--- config.mk ---
export PLATFORM = sky130hd
export DESIGN_NAME = ram1536_port_arbiter_flat
export DESIGN_NICKNAME = d
export VERILOG_FILES = /design/src/rtl/ram1536_port_arbiter_if.sv /design/src/rtl/ram1536_port_arbiter.sv /design/src/flat_wrapper.sv
export SDC_FILE = /design/constraint.sdc
export NUM_CORES = 1
export LEC_CHECK = 0
export CAP_MARGIN = 5
export CORE_ASPECT_RATIO = 0.5
export CORE_MARGIN = 2
export CORE_UTILIZATION = 45
export DETAILED_ROUTE_END_ITERATION = 8
export GPL_ROUTABILITY_DRIVEN = 1
export HOLD_SLACK_MARGIN = 0.1
export PLACE_DENSITY = 0.77
export RECOVER_POWER = 100
export SYNTH_ARGS = -nofsm -noshare
export SYNTH_HDL_FRONTEND = slang
export SYNTH_SLANG_ARGS = --single-unit
--- constraint.sdc ---
create_clock -name clk -period 2.48 [get_ports clk]
set_input_delay 0.372 -clock clk [delete_from_list [all_inputs] [get_ports clk]]
set_output_delay 0.372 -clock clk [all_outputs]
set_load 0.005 [all_outputs]
--- src/rtl/ram1536_port_arbiter_if.sv ---
// ---------------------------------------------------------------------------
// ram1536_port_arbiter_if
//
// Bundles the two requester ports (instruction fetch, load/store data) and
// the byte-wide RAM read/write ports of ram1536_port_arbiter.
//
//   fetch port : if_req, if_addr -> if_ready, if_valid, if_rdata, if_err
//   data port  : d_req, d_we, d_size, d_addr, d_wdata
//                -> d_ready, d_valid, d_rdata, d_err
//   RAM side   : ram_re, ram_raddr, ram_we, ram_waddr, ram_wdata <- ram_rdata
//
// Modports:
//   master : the surroundings of the arbiter (CPU stages and RAM wrapper)
//   slave  : the arbiter itself
// ---------------------------------------------------------------------------
interface ram1536_port_arbiter_if #(
    parameter int ADDR_W = 11
);
    // Fetch port
    logic              if_req;
    logic [ADDR_W-1:0] if_addr;
    logic              if_ready;
    logic              if_valid;
    logic [31:0]       if_rdata;
    logic              if_err;

    // Load/store port
    logic              d_req;
    logic              d_we;
    logic [1:0]        d_size;
    logic [ADDR_W-1:0] d_addr;
    logic [31:0]       d_wdata;
    logic              d_ready;
    logic              d_valid;
    logic [31:0]       d_rdata;
    logic              d_err;

    // RAM macro ports
    logic              ram_re;
    logic [ADDR_W-1:0] ram_raddr;
    logic [7:0]        ram_rdata;
    logic              ram_we;
    logic [ADDR_W-1:0] ram_waddr;
    logic [7:0]        ram_wdata;

    modport master (
        output if_req, if_addr,
        input  if_ready, if_valid, if_rdata, if_err,
        output d_req, d_we, d_size, d_addr, d_wdata,
        input  d_ready, d_valid, d_rdata, d_err,
        input  ram_re, ram_raddr, ram_we, ram_waddr, ram_wdata,
        output ram_rdata
    );

    modport slave (
        input  if_req, if_addr,
        output if_ready, if_valid, if_rdata, if_err,
        input  d_req, d_we, d_size, d_addr, d_wdata,
        output d_ready, d_valid, d_rdata, d_err,
        output ram_re, ram_raddr, ram_we, ram_waddr, ram_wdata,
        input  ram_rdata
    );
endinterface

--- src/rtl/ram1536_port_arbiter.sv ---
// ---------------------------------------------------------------------------
// ram1536_port_arbiter
//
// Shares the byte-wide 1536x8 block RAM between the fetch port and the
// load/store port. Each 8/16/32-bit little-endian request is turned into a
// sequence of single-byte RAM accesses; the two requesters are arbitrated
// round-robin.
//
// Ports:
//   clk   : single clock, also drives RAM RCLK/WCLK
//   reset : synchronous, active-high
//   bus   : ram1536_port_arbiter_if.slave (fetch, data and RAM ports)
//
// Optional feature macro: MISALIGN_TRAP_EN
//   defined   : misaligned half/word accesses (and misaligned fetches) are
//               granted, skip the RAM entirely, and complete the next cycle
//               with err=1 and rdata=0.
//   undefined : misaligned accesses run byte-serially like aligned ones.
// ---------------------------------------------------------------------------
module ram1536_port_arbiter #(
    parameter int ADDR_W  = 11,
    parameter int RAM_TOP = 1536
) (
    input logic                         clk,
    input logic                         reset,
    ram1536_port_arbiter_if.slave       bus
);

    typedef enum logic [1:0] {IDLE, RD, WR} state_e;

    localparam logic [ADDR_W:0] TOP = (ADDR_W + 1)'(RAM_TOP);

    state_e            state_q, state_d;
    logic              port_q, port_d;            // owner of the transaction: 1 = data
    logic              last_data_q, last_data_d;  // last grant went to data
    logic [ADDR_W-1:0] addr_q, addr_d;
    logic [2:0]        n_q, n_d;                  // byte count 1/2/4
    logic [2:0]        i_q, i_d;                  // byte index
    logic              we_q, we_d;
    logic [31:0]       wdata_q, wdata_d;
    logic              phase_q, phase_d;          // RD: 0 = cycle A, 1 = cycle B
    logic [31:0]       rbuf_q, rbuf_d;
    logic              err_q, err_d;

    logic              if_valid_q, if_valid_d;
    logic [31:0]       if_rdata_q, if_rdata_d;
    logic              if_err_q, if_err_d;
    logic              d_valid_q, d_valid_d;
    logic [31:0]       d_rdata_q, d_rdata_d;
    logic              d_err_q, d_err_d;

    function automatic logic [2:0] size_to_n(input logic [1:0] size);
        case (size)
            2'b00:   return 3'd1;
            2'b01:   return 3'd2;
            default: return 3'd4;
        endcase
    endfunction

    // Current byte address wraps modulo 2^ADDR_W.
    logic [ADDR_W-1:0] cur_addr;
    logic              cur_oor;
    logic              last_byte;
    logic [4:0]        lane_pos;

    assign cur_addr  = addr_q + ADDR_W'(i_q);
    assign cur_oor   = {1'b0, cur_addr} >= TOP;
    assign last_byte = (i_q == n_q - 3'd1);
    assign lane_pos  = {i_q[1:0], 3'b000};

    // Round-robin: on a tie the port not granted last time wins. Ready is
    // suppressed during reset so no request is reported accepted then dropped.
    logic              gnt_d, gnt_f;
    logic [ADDR_W-1:0] sel_addr;
    logic [2:0]        sel_n;
    logic              misalign;

    assign gnt_d    = !reset && (state_q == IDLE) && bus.d_req
                      && (!bus.if_req || !last_data_q);
    assign gnt_f    = !reset && (state_q == IDLE) && bus.if_req && !gnt_d;
    assign sel_addr = gnt_d ? bus.d_addr : bus.if_addr;
    assign sel_n    = gnt_d ? size_to_n(bus.d_size) : 3'd4;

`ifdef MISALIGN_TRAP_EN
    assign misalign = ((sel_n == 3'd2) && sel_addr[0])
                   || ((sel_n == 3'd4) && (sel_addr[1:0] != 2'b00));
`else
    assign misalign = 1'b0;
`endif

    logic [7:0]  lane;
    logic [31:0] rd_word;

    // NOTE: every signal assigned in this block gets a default first, so no
    // path leaves one unassigned and no latch is inferred.
    always_comb begin
        state_d     = state_q;
        port_d      = port_q;
        last_data_d = last_data_q;
        addr_d      = addr_q;
        n_d         = n_q;
        i_d         = i_q;
        we_d        = we_q;
        wdata_d     = wdata_q;
        phase_d     = phase_q;
        rbuf_d      = rbuf_q;
        err_d       = err_q;
        if_valid_d  = 1'b0;
        if_rdata_d  = if_rdata_q;
        if_err_d    = if_err_q;
        d_valid_d   = 1'b0;
        d_rdata_d   = d_rdata_q;
        d_err_d     = d_err_q;
        lane        = cur_oor ? 8'h00 : bus.ram_rdata;
        rd_word     = rbuf_q;

        case (state_q)
            IDLE: begin
                if (gnt_d || gnt_f) begin
                    port_d      = gnt_d;
                    last_data_d = gnt_d;
                    addr_d      = sel_addr;
                    n_d         = sel_n;
                    we_d        = gnt_d && bus.d_we;
                    wdata_d     = bus.d_wdata;
                    i_d         = 3'd0;
                    phase_d     = 1'b0;
                    rbuf_d      = '0;
                    err_d       = 1'b0;
                    if (misalign) begin
                        // Trapped access: complete next cycle without touching RAM.
                        if (gnt_d) begin
                            d_valid_d = 1'b1;
                            d_rdata_d = '0;
                            d_err_d   = 1'b1;
                        end else begin
                            if_valid_d = 1'b1;
                            if_rdata_d = '0;
                            if_err_d   = 1'b1;
                        end
                    end else begin
                        state_d = (gnt_d && bus.d_we) ? WR : RD;
                    end
                end
            end

            RD: begin
                // The RAM output mux follows the live RADDR/RE, so the address
                // is held for a second cycle before the byte is taken.
                if (!phase_q) begin
                    phase_d = 1'b1;
                end else begin
                    rd_word[lane_pos +: 8] = lane;
                    rbuf_d  = rd_word;
                    err_d   = err_q || cur_oor;
                    phase_d = 1'b0;
                    i_d     = i_q + 3'd1;
                    if (last_byte) begin
                        state_d = IDLE;
                        if (port_q) begin
                            d_valid_d = 1'b1;
                            d_rdata_d = rd_word;
                            d_err_d   = err_q || cur_oor;
                        end else begin
                            if_valid_d = 1'b1;
                            if_rdata_d = rd_word;
                            if_err_d   = err_q || cur_oor;
                        end
                    end
                end
            end

            WR: begin
                err_d = err_q || cur_oor;
                i_d   = i_q + 3'd1;
                if (last_byte) begin
                    state_d   = IDLE;
                    d_valid_d = 1'b1;
                    d_rdata_d = '0;
                    d_err_d   = err_q || cur_oor;
                end
            end

            default: state_d = IDLE;
        endcase
    end

    // NOTE: state registers use non-blocking assignments so every flop samples
    // the pre-edge value of its neighbours, independent of statement order.
    always_ff @(posedge clk) begin
        if (reset) begin
            state_q     <= IDLE;
            port_q      <= 1'b0;
            last_data_q <= 1'b0;
            addr_q      <= '0;
            n_q         <= 3'd0;
            i_q         <= 3'd0;
            we_q        <= 1'b0;
            wdata_q     <= '0;
            phase_q     <= 1'b0;
            rbuf_q      <= '0;
            err_q       <= 1'b0;
            if_valid_q  <= 1'b0;
            if_rdata_q  <= '0;
            if_err_q    <= 1'b0;
            d_valid_q   <= 1'b0;
            d_rdata_q   <= '0;
            d_err_q     <= 1'b0;
        end else begin
            state_q     <= state_d;
            port_q      <= port_d;
            last_data_q <= last_data_d;
            addr_q      <= addr_d;
            n_q         <= n_d;
            i_q         <= i_d;
            we_q        <= we_d;
            wdata_q     <= wdata_d;
            phase_q     <= phase_d;
            rbuf_q      <= rbuf_d;
            err_q       <= err_d;
            if_valid_q  <= if_valid_d;
            if_rdata_q  <= if_rdata_d;
            if_err_q    <= if_err_d;
            d_valid_q   <= d_valid_d;
            d_rdata_q   <= d_rdata_d;
            d_err_q     <= d_err_d;
        end
    end

    assign bus.if_ready  = gnt_f;
    assign bus.d_ready   = gnt_d;
    assign bus.if_valid  = if_valid_q;
    assign bus.if_rdata  = if_rdata_q;
    assign bus.if_err    = if_err_q;
    assign bus.d_valid   = d_valid_q;
    assign bus.d_rdata   = d_rdata_q;
    assign bus.d_err     = d_err_q;

    // Out-of-range write bytes still take their cycle but never strobe WE.
    assign bus.ram_re    = (state_q == RD);
    assign bus.ram_raddr = cur_addr;
    assign bus.ram_we    = (state_q == WR) && !cur_oor;
    assign bus.ram_waddr = cur_addr;
    assign bus.ram_wdata = wdata_q[lane_pos +: 8];

endmodule

--- src/flat_wrapper.sv ---
// flat-port wrapper written by rule: the top's interface ports become plain ports
module ram1536_port_arbiter_flat 
#(
    parameter int ADDR_W  = 11,
    parameter int RAM_TOP = 1536
)
  (clk, reset, bus_if_req, bus_if_addr, bus_if_ready, bus_if_valid, bus_if_rdata, bus_if_err, bus_d_req, bus_d_we, bus_d_size, bus_d_addr, bus_d_wdata, bus_d_ready, bus_d_valid, bus_d_rdata, bus_d_err, bus_ram_re, bus_ram_raddr, bus_ram_we, bus_ram_waddr, bus_ram_wdata, bus_ram_rdata);
  ram1536_port_arbiter_if #(.ADDR_W(ADDR_W)) bus_i ();
  input logic clk;
  input logic reset;
  input wire logic [$bits(bus_i.if_req)-1:0] bus_if_req;
  input wire logic [$bits(bus_i.if_addr)-1:0] bus_if_addr;
  output wire logic [$bits(bus_i.if_ready)-1:0] bus_if_ready;
  output wire logic [$bits(bus_i.if_valid)-1:0] bus_if_valid;
  output wire logic [$bits(bus_i.if_rdata)-1:0] bus_if_rdata;
  output wire logic [$bits(bus_i.if_err)-1:0] bus_if_err;
  input wire logic [$bits(bus_i.d_req)-1:0] bus_d_req;
  input wire logic [$bits(bus_i.d_we)-1:0] bus_d_we;
  input wire logic [$bits(bus_i.d_size)-1:0] bus_d_size;
  input wire logic [$bits(bus_i.d_addr)-1:0] bus_d_addr;
  input wire logic [$bits(bus_i.d_wdata)-1:0] bus_d_wdata;
  output wire logic [$bits(bus_i.d_ready)-1:0] bus_d_ready;
  output wire logic [$bits(bus_i.d_valid)-1:0] bus_d_valid;
  output wire logic [$bits(bus_i.d_rdata)-1:0] bus_d_rdata;
  output wire logic [$bits(bus_i.d_err)-1:0] bus_d_err;
  output wire logic [$bits(bus_i.ram_re)-1:0] bus_ram_re;
  output wire logic [$bits(bus_i.ram_raddr)-1:0] bus_ram_raddr;
  output wire logic [$bits(bus_i.ram_we)-1:0] bus_ram_we;
  output wire logic [$bits(bus_i.ram_waddr)-1:0] bus_ram_waddr;
  output wire logic [$bits(bus_i.ram_wdata)-1:0] bus_ram_wdata;
  input wire logic [$bits(bus_i.ram_rdata)-1:0] bus_ram_rdata;
  assign bus_i.if_req = bus_if_req;
  assign bus_i.if_addr = bus_if_addr;
  assign bus_if_ready = bus_i.if_ready;
  assign bus_if_valid = bus_i.if_valid;
  assign bus_if_rdata = bus_i.if_rdata;
  assign bus_if_err = bus_i.if_err;
  assign bus_i.d_req = bus_d_req;
  assign bus_i.d_we = bus_d_we;
  assign bus_i.d_size = bus_d_size;
  assign bus_i.d_addr = bus_d_addr;
  assign bus_i.d_wdata = bus_d_wdata;
  assign bus_d_ready = bus_i.d_ready;
  assign bus_d_valid = bus_i.d_valid;
  assign bus_d_rdata = bus_i.d_rdata;
  assign bus_d_err = bus_i.d_err;
  assign bus_ram_re = bus_i.ram_re;
  assign bus_ram_raddr = bus_i.ram_raddr;
  assign bus_ram_we = bus_i.ram_we;
  assign bus_ram_waddr = bus_i.ram_waddr;
  assign bus_ram_wdata = bus_i.ram_wdata;
  assign bus_i.ram_rdata = bus_ram_rdata;
  ram1536_port_arbiter #(.ADDR_W(ADDR_W), .RAM_TOP(RAM_TOP)) u_core (.clk(clk), .reset(reset), .bus(bus_i));
endmodule
Word level (Yosys, flattened, before mapping)
Index checks and enable logic that the tools add are counted.

Add/subtract/negate cells: 4. Multiply operators: 0. Divide/modulo/power cells: 0. $lt $le $gt $ge: 1. Equal/unequal tests: 9. Shift-type cells: 3. Mux-type cells: 37. Bitwise operators: 4. Reduce and logical (&&, ||, !) cells: 28.

Operators by type and width (number): 32-bit two-way mux (6); 32-bit one-hot mux with 2 select lines (2); 32-bit bitwise mux (1); 8-bit by 7-bit variable shift with 32-bit output, first input constant (1); 32-bit by 6-bit variable part select with 8-bit output (1); 8-bit by 7-bit variable part select with 32-bit output (1); 1-bit two-way mux (12); 11-bit by 3-bit adder with 11-bit output (1); 11-bit >= comparator, second input constant (1); 11-bit two-way mux (1); 3-bit two-way mux (3); 3-bit one-hot mux with 3 select lines (1); 2-bit two-way mux (4); 8-bit two-way mux (1); 2-bit by 1-bit inequality test with 1-bit output, second input constant (4); 1-bit logical AND (7); 5-bit negator with 7-bit output (1); 1-bit one-hot mux with 2 select lines (3); 2-bit one-hot mux with 3 select lines (1); 3-bit one-hot mux with 2 select lines (1); 2-bit AND reduction (3); 3-bit AND reduction (2); 1-bit zero test (5); 5-bit AND reduction (1); other kinds (14) (22).

Flip-flop bits (word level): 154. Bits in latches: 0. RAM bits: 0. Memory bits (read-only): 0. Input port bits: 69. Word-level logic and storage cells: 101. Memories: 0.

Logic depth before layout (Yosys ltp)
Gate-level depths: netlist (run 1).

Depth in word-level cells: 9. Gate-level depth with buffers: 10. Depth with buffers taken out: 9.

Worst setup path before layout (run 1)
OpenSTA, ideal clock, no wires.

Path type: reg-to-reg. Start: register u_core.i_q[1]. End: register u_core.rbuf_q[10]. Library setup time: 0.060 ns. Arrival: 2.614 ns. Data required time: 2.420 ns. Slack: -0.194 ns. Stages on the path, launching flop included: 11. Clock period less this slack: 2.674 ns. Cell sequence: dfxtp_1 > clkbuf_1 > inv_1 > fa_1 > inv_1 > o21ai_0 > o2bb2ai_2 > or2_1 > buf_6 > nor4b_4 > a22o_1.

Word-level cells in the longest chain between the ends: 7. Elaborated cells on any way between the ends: 9.

RTL lines: from (decl) (RTL line ram1536_port_arbiter.sv:38) `logic [2:0] i_q, i_d;`; from (signal assigned) (RTL line ram1536_port_arbiter.sv:215) `i_q <= i_d;`; 11-bit by 3-bit adder with 11-bit output (RTL line ram1536_port_arbiter.sv:66) `assign cur_addr = addr_q + ADDR_W'(i_q);`; 11-bit >= comparator (RTL line ram1536_port_arbiter.sv:67) `assign cur_oor = {1'b0, cur_addr} >= TOP;`; 8-bit two-way mux (RTL line ram1536_port_arbiter.sv:114) `lane = cur_oor ? 8'h00 : bus.ram_rdata;`; 8-bit by 7-bit variable part select with 32-bit output (RTL line ram1536_port_arbiter.sv:153) `rd_word[lane_pos +: 8] = lane;`; 32-bit bitwise mux (*) (RTL line ram1536_port_arbiter.sv:153); 32-bit two-way mux (*) (RTL line ram1536_port_arbiter.sv:150) `if (!phase_q) begin`; 32-bit one-hot mux with 2 select lines (*) (RTL line ram1536_port_arbiter.sv:117) `case (state_q)`; to (signal assigned) (RTL line ram1536_port_arbiter.sv:219) `rbuf_q <= rbuf_d;`; to (decl) (RTL line ram1536_port_arbiter.sv:42) `logic [31:0] rbuf_q, rbuf_d;`.

Every way passes the cells marked *; elsewhere a longest branch is shown, timed or not. The select of a mux whose other input is x is not followed. A chain may end at the register's enable or synchronous reset.

Worst setup path after layout (run 1)
Start: register u_core.addr_q[0]. End: output port bus_ram_waddr[10].

Word-level cells in the longest chain between the ends: 1.

RTL lines: from (decl) (RTL line ram1536_port_arbiter.sv:36) `logic [ADDR_W-1:0] addr_q, addr_d;`; from (signal assigned) (RTL line ram1536_port_arbiter.sv:213) `addr_q <= addr_d;`; 11-bit by 3-bit adder with 11-bit output (RTL line ram1536_port_arbiter.sv:66); to (decl) (RTL line flat_wrapper.sv:29) `output wire logic [$bits(bus_i.ram_waddr)-1:0] bus_ram_waddr;`.

No other way between the ends.

==> impl_metrics.env, run 1 <==
export IMPL_wl_per_cell_um=19.01
export IMPL_hold_viol=0
export IMPL_use_met2=0.4109
export IMPL_rsz0062_at_grt="yes"
export IMPL_ys_seq_elements=154
export IMPL_synthArstFlopShare=0
export IMPL_antenna_cells=0
export IMPL_path_clk_slew_ps=60
export IMPL_hold_worst_slack_ps=255.1
export IMPL_clkLatencyLatePin_ps=420
export IMPL_worstMarginPinSlew_ps=1217
export IMPL_met3_usage=0.05820
export IMPL_fillCellCount=1265
export IMPL_p_leak_nw=3.844
export IMPL_crit_chain="ha_4, inv_2, fa_2, inv_2, a21o_1, buf_6, buf_6, buf_6, nand3_4, xnor2_2, buf_2"
export IMPL_gr_total_overflow=0
export IMPL_failed_checks="negative setup slack"
export IMPL_final_nets=1033
export IMPL_busiest_layer="met2"
export IMPL_die_h_um=92.54
export IMPL_drt_first_pass_iters=7
export IMPL_via_per_inst=5.845
export IMPL_cts_max_level=4
export IMPL_cts_sinks=154
export IMPL_min_period_ps=2616
export IMPL_ys_warn_count=0
export IMPL_cap_violations=0
export IMPL_cts_buffer_depth=2
export IMPL_endpoint="bus_ram_waddr[10]"
export IMPL_worstPathMaxFanout=3
export IMPL_grt_max_degree=67
export IMPL_gr_usage_all_layers=0.2467
export IMPL_hold_depth=2
export IMPL_io_pins=171
export IMPL_cp_depth=11
export IMPL_required_ps=2110
export IMPL_critPathTopFamily="buffers and inverters"
export IMPL_reg2reg_depth=15
export IMPL_drive_gt1_frac=0.1732
export IMPL_cp_slowest_cell="fa_2"
export IMPL_dieArea_um2=16750
export IMPL_final_core_util=0.6489
export IMPL_crit_path_frequent_cell="buf_6"
export IMPL_syn_inst=785
export IMPL_yosysMostFrequentCell="dfxtp_1"
export IMPL_cts_root_buffer="clkbuf_16"
export IMPL_synth_area_per_cell_um2=8.986
export IMPL_grt_pass1_vias=6417
export IMPL_drtIter0Drc=632
export IMPL_ant_nets=0
export IMPL_max_slew_margin=0.1827
export IMPL_status="finished, violations left"
export IMPL_maxSlewViolCount=0
export IMPL_ys_types=52
export IMPL_ir_drop_mv=0.5229
export IMPL_r2r_slack_ps=-50
export IMPL_syn_nets=867
export IMPL_critPathKind="reg2out"
export IMPL_synth_area_um2=7054
export IMPL_io_buffers=170
export IMPL_syn_to_final_growth_pct=41.43
export IMPL_end_kind="output pin"
export IMPL_core_um2=15370
export IMPL_synth_common_cells="dfxtp_1 (154), nand2_1 (98), nor3b_1 (57)"
export IMPL_crit_start="u_core.addr_q[0]$_SDFFE_PP0P_"
export IMPL_routed_wl_um=22200
export IMPL_rows=32
export IMPL_fin_crit_sh=1.055
export IMPL_dpl_hpwl_um=13520
export IMPL_die_x_um=181.1
export IMPL_cts_tree="done"
export IMPL_grtUsageMet1=0.3188
export IMPL_r2r_end="u_core.rbuf_q[6]$_SDFFE_PP0P_"
export IMPL_yosysSeqAreaShare=0.4370
export IMPL_powerDensity_nw_per_um2=700.2
export IMPL_synth_area_top_cells="dfxtp_1 (44%), nor3b_1 (6.1%), nand2_1 (5.2%), a31oi_1 (4.9%), a22o_1 (4.0%)"
export IMPL_start_util=0.4588
export IMPL_hp_class="in2reg"
export IMPL_fin_ws_ps=-136.0
export IMPL_gp_congestion=0.8251
export IMPL_cts_buffers=17
export IMPL_startpoint_type="flip-flop"
export IMPL_fin_area_um2=9977
export IMPL_antenna_found_initial=0
export IMPL_fmaxAchievable_mhz=382.3
export IMPL_synth_edf_count=0
export IMPL_yosys_area_top_type="dfxtp_1"
export IMPL_placed_area_um2=8954
export IMPL_cp_slowest_stage_delay_ps=380
export IMPL_grt_pass1_wl_um=32980
export IMPL_critPathBufInv=6
export IMPL_setup_viol_count_final=21
export IMPL_crit_arrival_ps=2240
export IMPL_route_vias_total=6827
export IMPL_synthFlopType="dfxtp_1"
export IMPL_drc=0
export IMPL_finClkSkew_ps=9.049
export IMPL_regToRegStartpoint="u_core.addr_q[0]$_SDFFE_PP0P_"
export IMPL_synth_top_area_share=0.4370
-- where the power goes --
part | switching [mW] | leakage [nW] | internal (mW)
sequential | 0.133 | 1.25 | 2.62
combinational | 0.916 | 2.31 | 0.754
clock | 1.13 | 0.283 | 1.44
-- worst min-delay path by stage --
stage / startpoint / endpoint
after floorplan: u_core.wdata_q[17]$_SDFFE_PP0P_ / u_core.wdata_q[17]$_SDFFE_PP0P_
after global placement: u_core.wdata_q[9]$_SDFFE_PP0P_ / u_core.wdata_q[9]$_SDFFE_PP0P_
after detailed placement: u_core.wdata_q[30]$_SDFFE_PP0P_ / u_core.wdata_q[30]$_SDFFE_PP0P_
after CTS: reset / u_core.phase_q$_SDFFE_PP0P_
after global routing: reset / u_core.phase_q$_SDFFE_PP0P_
final: reset / u_core.phase_q$_SDFFE_PP0P_
-- kinds of logic after synthesis --
group                      share of synthesized area
muxes                                        0.04399
AOI/OAI and AO/OA                             0.2073
xor gates and xnor gates                     0.01685
DFF                                           0.4370
buffers and inverters                        0.05906
adders and majority gates                    0.02412
and+or+nand+nor                               0.2116
-- worst register-to-register path: cells and delay by family, from the launching register on --
kind | cells | cell delay [ps]
flops | 1 | 350
buf+inv | 8 | 910
fa+ha+maj | 2 | 520
compound gates | 2 | 350
simple gates | 3 | 290
-- what timing repair did --
action,4_1_cts,5_1_grt
hold buffers,0,0
gates cloned,0,6
endpoints found under the setup margin,29,120
resized for setup,80,47
buffers inserted,15,8
endpoints found under the hold margin,0,0
pin swaps,17,13
-- cell usage in the layout, fill, tap and decap left out, drive strengths merged, types with 13 or more instances in the layout --
cell type / count
inv: 25
buf: 51
nor2: 42
clkdlybuf4s50: 78
o21ai: 41
a22o: 32
dfxtp: 154
mux2i: 13
dlygate4sd3: 72
a21oi: 38
a31oi: 55
nand2: 99
nor3b: 58
a211oi: 13
clkbuf: 34
nand2b: 16
o31ai: 22
-- per-layer routing --
| metal | vias up | part of all wire |
|---|---|---|
| met5 | - | 0 |
| met4 | 0 | 0.021 |
| met3 | 40 | 0.080 |
| met2 | 319 | 0.48 |
| met1 | 3283 | 0.42 |
| li1 | 3185 | - |
-- state kept, by name, indices dropped and copies added (netlist names) --
signal / cells
u_core.bus.if_rdata: 32
u_core.bus.d_valid: 1
u_core.bus.if_err: 1
u_core.bus.if_valid: 1
u_core.state_q: 2
u_core.bus.d_err: 1
u_core.addr_q: 11
u_core.rbuf_q: 32
u_core.port_q: 1
u_core.wdata_q: 32
u_core.err_q: 1
u_core.n_q: 3
u_core.phase_q: 1
u_core.bus.d_rdata: 32
u_core.i_q: 3
-- area by class of cell --
type	count	area [um^2]	share of cell area
clock buffer	19	442.9	0.04439
clock inverter	13	131.4	0.01317
inverter	19	71.32	0.007148
multi-input combinational	537	3839	0.3848
sequential	154	3090	0.3098
tap	204	255.2	0.02558
timing repair buffer	222	2147	0.2152
-- stage by stage --
step	setup TNS (ps)	total power, mW	instances	setup slack [ps]
finish	-1169	6.986	1168	-136.0
global route	-6590	7.255	1168	-205.7
CTS	-1446	6.932	1159	-111.7
detailed placement	-295.2	4.389	1114	-49.96
global placement	0	4.356	1114	8.369
floorplan	0	3.773	785	3.849
(Power assumes the default switching activity.)
==> run 2, diff against run 1 <==
Settings changed: CORE_MARGIN 2 to 8.
==> run 2 against run 1 <==
The run still ends with negative setup slack left. Combinational power about the same. Worst setup slack better by 45 ps. Utilization fell by 1.1 points. Clock power is 4% lower. Flip-flop and latch count unchanged. Final area decreased by 1.7%. Global-route usage shrank 3.2 points. Critical endpoint is now bus_ram_raddr[6]. Largest power group unchanged.
==> impl_metrics.env, run 2 (synthesis results as in run 1) <==
export IMPL_required_ps=2110
export IMPL_placed_area_um2=8971
export IMPL_finClkSkew_ps=13.53
export IMPL_layout_commonest_cell="dfxtp_1"
export IMPL_critPathKind="reg2out"
export IMPL_routed_wl_um=22630
export IMPL_io_buffers=170
export IMPL_status="finished, violations left"
export IMPL_via_per_inst=5.813
export IMPL_final_core_util=0.6378
export IMPL_p_leak_nw=3.780
export IMPL_r2r_slack_ps=60
export IMPL_fin_ws_ps=-91.20
export IMPL_gp_congestion=0.8152
export IMPL_cts_hold_buf=0
export IMPL_regToRegStartpoint="u_core.addr_q[0]$_SDFFE_PP0P_"
export IMPL_cts_tree="done"
export IMPL_startpoint_type="flip-flop"
export IMPL_cts_max_level=4
export IMPL_total_power_mw=6.871
export IMPL_rsz0062_at_grt="yes"
export IMPL_grt_max_degree=67
export IMPL_setup_viol_count_final=9
export IMPL_hold_start="reset"
export IMPL_powerDensity_nw_per_um2=700.7
export IMPL_hold_viol=0
export IMPL_maxSlewViolCount=0
export IMPL_start_util=0.4588
export IMPL_final_cell_count_no_fill=1165
export IMPL_reg2reg_depth=13
export IMPL_clkLatencyLatePin_ps=430
export IMPL_cts_buffer_depth=2
export IMPL_rows=32
export IMPL_drive_gt1_frac=0.1488
export IMPL_layout_common_cells="dfxtp_1 (150), nand2_1 (96), clkdlybuf4s50_1 (79)"
export IMPL_wl_per_cell_um=19.43
export IMPL_hold_depth=2
export IMPL_die_x_um=193.1
export IMPL_worstMarginPinSlew_ps=1183
export IMPL_cts_root_buffer="clkbuf_16"
export IMPL_gr_total_overflow=0
export IMPL_dp_cells=1113
export IMPL_ant_nets=0
export IMPL_io_pins=171
export IMPL_hold_worst_slack_ps=356.5
export IMPL_antenna_cells=0
export IMPL_cts_buffers=17
export IMPL_cts_sinks=154
export IMPL_r2r_end="u_core.rbuf_q[2]$_SDFFE_PP0P_"
export IMPL_dieArea_um2=20180
export IMPL_gr_usage_all_layers=0.2147
export IMPL_worstHoldEndpoint="u_core.i_q[0]$_SDFFE_PP0P_"
export IMPL_hp_class="in2reg"
export IMPL_core_um2=15370
export IMPL_syn_to_final_growth_pct=39.00
export IMPL_dpl_hpwl_um=14880
export IMPL_grt_pass1_vias=6550
export IMPL_fmaxAchievable_mhz=388.9
export IMPL_end_kind="output pin"
export IMPL_cap_violations=0
export IMPL_fin_area_um2=9806
export IMPL_ir_drop_mv=0.4412
export IMPL_antenna_found_initial=0
export IMPL_path_clk_slew_ps=60
export IMPL_max_slew_margin=0.2053
export IMPL_min_period_ps=2571
export IMPL_die_h_um=104.5
export IMPL_failed_checks="negative setup slack"
export IMPL_fin_crit_sh=1.037
export IMPL_crit_arrival_ps=2200
export IMPL_drt_first_pass_iters=6
export IMPL_final_nets=1030
export IMPL_drc=0
export IMPL_drtIter0Drc=588
export IMPL_worstPathMaxFanout=3
export IMPL_route_vias_total=6772
export IMPL_grt_pass1_wl_um=35300
==> run 2: cell count changes in the layout (fill, tap and decap cells not counted), sizes merged, moves of 2 or more <==
cell	change
buf	+2
clkbuf	-8
clkdlybuf4s25	-2
dlygate4sd2	+4
==> run 2: how the worst max path moves through the flow <==
stage,start,endpoint,cells past startpoint
floorplan,u_core.i_q[1]$_SDFFE_PP0P_,u_core.rbuf_q[0]$_SDFFE_PP0P_,10
global placement,u_core.i_q[0]$_SDFFE_PP0P_,bus_ram_waddr[10],8
detailed placement,u_core.i_q[0]$_SDFFE_PP0P_,bus_ram_waddr[10],8
CTS,u_core.i_q[0]$_SDFFE_PP0P_,u_core.bus.d_rdata[4]$_SDFFE_PP0P_,16
global route,u_core.addr_q[0]$_SDFFE_PP0P_,bus_ram_raddr[6],10
finish,u_core.addr_q[0]$_SDFFE_PP0P_,bus_ram_raddr[6],10
==> run 2: critical path: stages, from the launching register on <==
cell	delay, ps
dfxtp_2	350
ha_4	150
inv_2	40
fa_2	350
inv_2	70
a21o_1	180
buf_6	120
buf_6	80
nand4_1	90
xnor2_1	200
buf_2	150
==> run 2: per-layer routing <==
metal / up-vias / global-route usage / share of wire
met3: 49 / 0.05408 / 0.082
met5: - / 0 / 0
li1: 3180 / - / -
met2: 291 / 0.3446 / 0.47
met4: 0 / 0.07642 / 0.024
met1: 3252 / 0.2773 / 0.43
==> run 2: where the power goes <==
| part | internal (mW) | switching, mW | leakage [nW] |
|---|---|---|---|
| logic | 0.739 | 0.908 | 2.26 |
| registers | 2.62 | 0.139 | 1.25 |
| clock network | 1.32 | 1.15 | 0.270 |
==> run 2: through the flow <==
step	setup TNS [ps]	setup slack (ps)
2_1_floorplan	0	3.849
5_1_grt	-3207	-144.2
3_5_place_dp	-27.67	-11.53
6_report	-638.3	-91.20
4_1_cts	-4907	-155.5
3_3_place_gp	0	12.27
==> run 2: what timing repair did <==
action                     4_1_cts  5_1_grt
cloned                           0        3
buffers inserted                16       10
pin swaps                       19       13
hold endpoints to repair         0        0
resized for setup               96       27
setup endpoints to repair       21      103
==> run 2: area by class of cell <==
cell class / instances / area, um^2
clock buffer: 18 / 429.2
tap: 204 / 255.2
multi-input combinational: 537 / 3726
timing repair buffer: 219 / 2102
clock inverter: 14 / 131.4
fill: 1241 / 5569
inverter: 19 / 71.32
sequential: 154 / 3090
